==> src/rtl/jt12_fm_mod.sv <==
// FM operator modulation sequencer: walks the S1,S3,S2,S4 slot order, keeps per-channel
// operator history and registers the phase-modulation input for the current slot.
module jt12_fm_mod #(
  parameter int NUM_CH = 6,
  parameter int W      = 14,
  parameter int OP_LAT = 1,
  localparam int CW    = (NUM_CH > 1) ? $clog2(NUM_CH) : 1
) (
  input  logic                rst,
  input  logic                clk,
  input  logic                clk_en,
  input  logic                zero,
  input  logic [2:0]          alg_I,
  input  logic [2:0]          fb_I,
  input  logic signed [W-1:0] op_result,
  output logic [1:0]          cur_op,
  output logic [CW-1:0]       cur_ch,
  output logic signed [W:0]   mod_out,
  output logic [1:0]          mod_op,
  output logic [CW-1:0]       mod_ch,
  output logic                mod_valid
);

  if (OP_LAT < 1 || OP_LAT > NUM_CH - 1) begin : g_lat_check
    $error("jt12_fm_mod: OP_LAT=%0d outside 1..%0d", OP_LAT, NUM_CH - 1);
  end

  logic [1:0]          grp;
  logic [CW-1:0]       ch;
  logic signed [W-1:0] m1  [NUM_CH];
  logic signed [W-1:0] m1p [NUM_CH];
  logic signed [W-1:0] m2  [NUM_CH];
  logic signed [W-1:0] m3  [NUM_CH];
  logic signed [W:0]   mod_nxt;
  logic [1:0]          wb_op;
  logic [CW-1:0]       wb_ch;
  logic                wb_vld;

  function automatic logic signed [W:0] mod_calc(
    input logic [1:0]          op,
    input logic [2:0]          alg,
    input logic [2:0]          fb,
    input logic signed [W-1:0] a1,
    input logic signed [W-1:0] a1p,
    input logic signed [W-1:0] a2,
    input logic signed [W-1:0] a3
  );
    logic signed [W:0] x1, x1p, x2, x3, fsum;
    x1   = {a1[W-1], a1};
    x1p  = {a1p[W-1], a1p};
    x2   = {a2[W-1], a2};
    x3   = {a3[W-1], a3};
    fsum = x1 + x1p;
    mod_calc = '0;
    case (op)
      2'd0: if (fb != 3'd0) mod_calc = fsum >>> (4'd9 - {1'b0, fb});
      2'd1: case (alg)
              3'd0, 3'd3, 3'd4, 3'd5, 3'd6: mod_calc = x1;
              default: mod_calc = '0;
            endcase
      2'd2: case (alg)
              3'd0, 3'd2: mod_calc = x2;
              3'd1:       mod_calc = x1 + x2;
              3'd5:       mod_calc = x1;
              default:    mod_calc = '0;
            endcase
      default: case (alg)
              3'd0, 3'd1, 3'd4: mod_calc = x3;
              3'd2:             mod_calc = x1 + x3;
              3'd3:             mod_calc = x2 + x3;
              3'd5:             mod_calc = x1;
              default:          mod_calc = '0;
            endcase
    endcase
  endfunction

  // Slot counter: group order 0..3 maps to S1,S3,S2,S4, i.e. operator code is grp bit-swapped
  always_ff @(posedge clk or posedge rst) begin
    if (rst) begin
      grp <= '0;
      ch  <= '0;
    end else if (clk_en) begin
      if (zero) begin
        grp <= '0;
        ch  <= '0;
      end else if (ch == CW'(NUM_CH - 1)) begin
        ch  <= '0;
        grp <= grp + 2'd1;
      end else begin
        ch  <= ch + 1'b1;
      end
    end
  end

  assign cur_op  = {grp[0], grp[1]};
  assign cur_ch  = ch;
  assign mod_nxt = mod_calc(cur_op, alg_I, fb_I, m1[ch], m1p[ch], m2[ch], m3[ch]);

  // Stage p0: registered modulation value with its slot tag
  always_ff @(posedge clk or posedge rst) begin
    if (rst) begin
      mod_out   <= '0;
      mod_op    <= '0;
      mod_ch    <= '0;
      mod_valid <= 1'b0;
    end else if (clk_en) begin
      mod_out   <= mod_nxt;
      mod_op    <= cur_op;
      mod_ch    <= ch;
      mod_valid <= 1'b1;
    end
  end

  // Stage p1..: tag delay line so results land on the slot that produced them
  if (OP_LAT == 1) begin : g_nodly
    assign wb_op  = mod_op;
    assign wb_ch  = mod_ch;
    assign wb_vld = mod_valid;
  end else if (OP_LAT > 1) begin : g_dly
    logic [1:0]    op_p  [OP_LAT-1];
    logic [CW-1:0] ch_p  [OP_LAT-1];
    logic          vld_p [OP_LAT-1];
    always_ff @(posedge clk or posedge rst) begin
      if (rst) begin
        for (int k = 0; k < OP_LAT - 1; k++) begin
          op_p[k]  <= '0;
          ch_p[k]  <= '0;
          vld_p[k] <= 1'b0;
        end
      end else if (clk_en) begin
        op_p[0]  <= mod_op;
        ch_p[0]  <= mod_ch;
        vld_p[0] <= mod_valid;
        for (int k = 1; k < OP_LAT - 1; k++) begin
          op_p[k]  <= op_p[k-1];
          ch_p[k]  <= ch_p[k-1];
          vld_p[k] <= vld_p[k-1];
        end
      end
    end
    assign wb_op  = op_p[OP_LAT-2];
    assign wb_ch  = ch_p[OP_LAT-2];
    assign wb_vld = vld_p[OP_LAT-2];
  end

  // History write-back; reads of the same edge already used the old contents
  always_ff @(posedge clk or posedge rst) begin
    if (rst) begin
      for (int i = 0; i < NUM_CH; i++) begin
        m1[i]  <= '0;
        m1p[i] <= '0;
        m2[i]  <= '0;
        m3[i]  <= '0;
      end
    end else if (clk_en && wb_vld) begin
      case (wb_op)
        2'd0: begin
          m1p[wb_ch] <= m1[wb_ch];
          m1[wb_ch]  <= op_result;
        end
        2'd1:    m2[wb_ch] <= op_result;
        2'd2:    m3[wb_ch] <= op_result;
        default: ;
      endcase
    end
  end

endmodule

==> config.mk <==
export PLATFORM = sky130hd
export DESIGN_NAME = jt12_fm_mod
export DESIGN_NICKNAME = d
export VERILOG_FILES = /design/src/rtl/jt12_fm_mod.sv
export SDC_FILE = /design/constraint.sdc
export NUM_CORES = 1
export LEC_CHECK = 0
export ABC_AREA = 1
export BUFFER_PORTS_ARGS = -buffer_cell sky130_fd_sc_hd__buf_2
export CORE_ASPECT_RATIO = 0.5
export CORE_MARGIN = 3
export CORE_UTILIZATION = 35
export DETAILED_ROUTE_END_ITERATION = 8
export HOLD_SLACK_MARGIN = 0.03
export PLACE_DENSITY_LB_ADDON = 0.2
export SLEW_MARGIN = 10
export SYNTH_ARGS = -nofsm -noshare
export SYNTH_HDL_FRONTEND = slang
export SYNTH_SLANG_ARGS = --single-unit
==> constraint.sdc <==
create_clock -name clk -period 14.8 [get_ports clk]
set_clock_uncertainty 0.1 [all_clocks]
set_input_delay 1.48 -clock clk [delete_from_list [all_inputs] [get_ports clk]]
set_output_delay 1.48 -clock clk [all_outputs]
set_load 0.1 [all_outputs]
==> flow_summary.json <==
{
  "synth_cell_types": 50,
  "holdPathStages": 2,
  "hold_viol": 0,
  "routed-via-count": 18484,
  "wl_per_cell_um": 20.16,
  "hold_buffers": 0,
  "final_cell_mix": "nand2_1 (823), o21ai_0 (431), dfrtp_1 (360)",
  "antenna_found_initial": 0,
  "drtIter0Drc": 2058,
  "htree_levels": 2,
  "postCtsSetupBuffers": 0,
  "die_height_um": 175.8,
  "cts_root_buf": "clkbuf_16",
  "hold_ws_ns": 0.3730,
  "final_common_cell": "nand2_1",
  "path_max_fanout": 89,
  "arrival_ns": 5.67,
  "cts_tree": "done",
  "setup_violations": 0,
  "ir_worst_vdd_mv": 0.09545,
  "grt_usage_pct": 22.34,
  "end_kind": "flip-flop",
  "grt_pass1_vias": 17009,
  "synth-seq-area-share_pct": 44.87,
  "synth.cell_area_mm2": 0.02019,
  "gp_congestion": 0.9438,
  "cts_made_buffers": 37,
  "grt_max_degree": 105,
  "min_path_type": "flip-flop to flip-flop",
  "totalWireLength_mm": 69.18,
  "rows": 61,
  "post_cts_resized": 0,
  "clk_pin_slew_ns": 0.07,
  "clockBufferDepth": 3,
  "period_needed_ns": 5.349,
  "port_buffers": 49,
  "cp.required_ns": 15.12,
  "powerDensity_mw_per_mm2": 237.3,
  "final_core_util_pct": 39.19,
  "core_mm2": 0.05625,
  "status": "complete, no violations",
  "regArea_mm2": 0.009064,
  "multi_input_area_mm2": 0.009592,
  "dr.pass1.iters": 5,
  "syn-num-nets": 2766,
  "critical_path_class": "flip-flop to flip-flop",
  "drv_cap": 0,
  "timing.fmax_ghz": 0.1870,
  "slowest_delay_ns": 0.90,
  "syn_inst": 2692,
  "viasPerCell": 5.386,
  "tns_ns": 0,
  "die-area_mm2": 0.06078,
  "ys_warn_count": 0,
  "p_leak_nw": 10.48,
  "clk_latency_ns": 0.55,
  "tightest_slew_ns": 1.248,
  "clock-sinks": 362,
  "path_common_cell": "nand2_1",
  "initial_utilization_pct": 35.89,
  "avgSynthCellArea_um2": 7.500,
  "maxSlewViolCount": 0,
  "io_pins": 50,
  "start_kind": "flip-flop",
  "grt_pass1_wl_mm": 106.2,
  "min_period_over_period_pct": 36.14,
  "fill_cells": 5899,
  "drive_gt1_share_pct": 7.324,
  "postRouteAntennaNets": 0,
  "reg2reg_depth": 25,
  "slew_headroom_pct": 16.46,
  "hpwl_mm": 45.70,
  "rsz0062_at_grt": "false",
  "die_width_um": 345.7,
  "n_antenna_cell": 0,
  "layout-area-overhead-vs-synth_pct": 9.197,
  "overflow": 0,
  "fin_nets": 2722,
  "slowest_stage": "buf_4",
  "ys_seq_elements": 362,
  "drcViolationCount": 0
}
==> registers in the layout, indices dropped and copies added (netlist names) <==
signal     flops
grp            2
m1p           84
mod_op         2
mod_ch         3
m1            84
mod_out       15
cur_ch         3
mod_valid      1
m3            84
m2            84
==> logic make-up (layout without fill, tap and decap cells) <==
logic type,Yosys count,in the layout,synth area share (%)
fa+ha+maj,50,50,3.210
xor+xnor,3,3,0.1302
buf+inv,375,359,7.672
flops,362,362,44.87
compound gates,732,732,20.61
simple gates,1170,1170,23.51
==> worst max-delay path: cells and delay by family (launching register included) <==
kind,cells,cell delay [ns]
simple gates,12,1.02
compound gates,7,1.12
fa+ha+maj,2,0.61
buf+inv,4,1.58
flops,1,0.71
==> routing by layer <==
metal	track usage, %	part of all wire [%]
met1	33.98	49
met2	33.80	42
met3	3.205	6.6
met4	4.258	1.7
met5	0	0
==> final cells by class <==
class                   count  share of cell area [%]
clock buffers              56                   5.028
clock inverters            11                  0.3916
inverters                 221                   3.808
multi-input cells        1955                   43.51
flip-flops and latches    362                   41.11
well taps                 756                   4.291
repair buffers             71                   1.862
==> final timing paths <==
kind | start | end | slack, ns
max | cur_ch[0]$_DFFE_PP0P_ | mod_out[10]$_DFFE_PP0P_ | 9.45
min | m1p[67]$_DFFE_PP0P_ | m1p[67]$_DFFE_PP0P_ | 0.37
max reg2reg | cur_ch[0]$_DFFE_PP0P_ | mod_out[10]$_DFFE_PP0P_ | 9.45
min reg2reg | m1p[67]$_DFFE_PP0P_ | m1p[67]$_DFFE_PP0P_ | 0.37
max in group asynchronous | rst | m1p[65]$_DFFE_PP0P_ | 10.58
min in group asynchronous | rst | m2[34]$_DFFE_PP0P_ | 0.96
==> cells in the mapped netlist (all sizes together) <==
cell type	instances	area (um^2)
nand4	5	31.28
a21boi	6	52.55
o21bai	4	30.03
a21o	1	7.510
o311ai	1	8.760
fa	3	60.06
a21oi	112	568.1
o21a	1	7.510
xor2	2	17.52
o21ai	476	2427
nand2	828	3125
buf	64	381.6
o211ai	47	367.9
o22ai	6	37.54
or2	18	112.6
o221ai	24	210.2
xnor2	1	8.760
nand3	172	865.8
a31oi	9	56.30
o2111ai	8	70.07
nand3b	2	15.01
nor3	10	71.32
o41ai	1	27.53
clkbuf	90	337.8
a221oi	7	61.31
dfrtp	362	9059
a22oi	25	187.7
clkinv	3	11.26
inv	218	818.3
nor2	135	524.3
a32o	4	41.29
ha	47	588.1
==> stage by stage <==
stage	power, mW	worst slack, ns	instances	cell area [um^2]
detailed placement	4.253	9.399	3365	20850
floorplan	3.476	3.173	2692	20190
CTS	5.207	9.473	3432	22050
finish	5.231	9.451	3432	22050
global route	5.643	8.978	3432	22050
global placement	4.232	9.472	3365	20850
==> power breakdown <==
group	switching (mW)	internal, mW
logic	1.93	0.799
clock network	0.421	0.522
registers	0.204	1.35
Power figures use the tool's default switching activity.
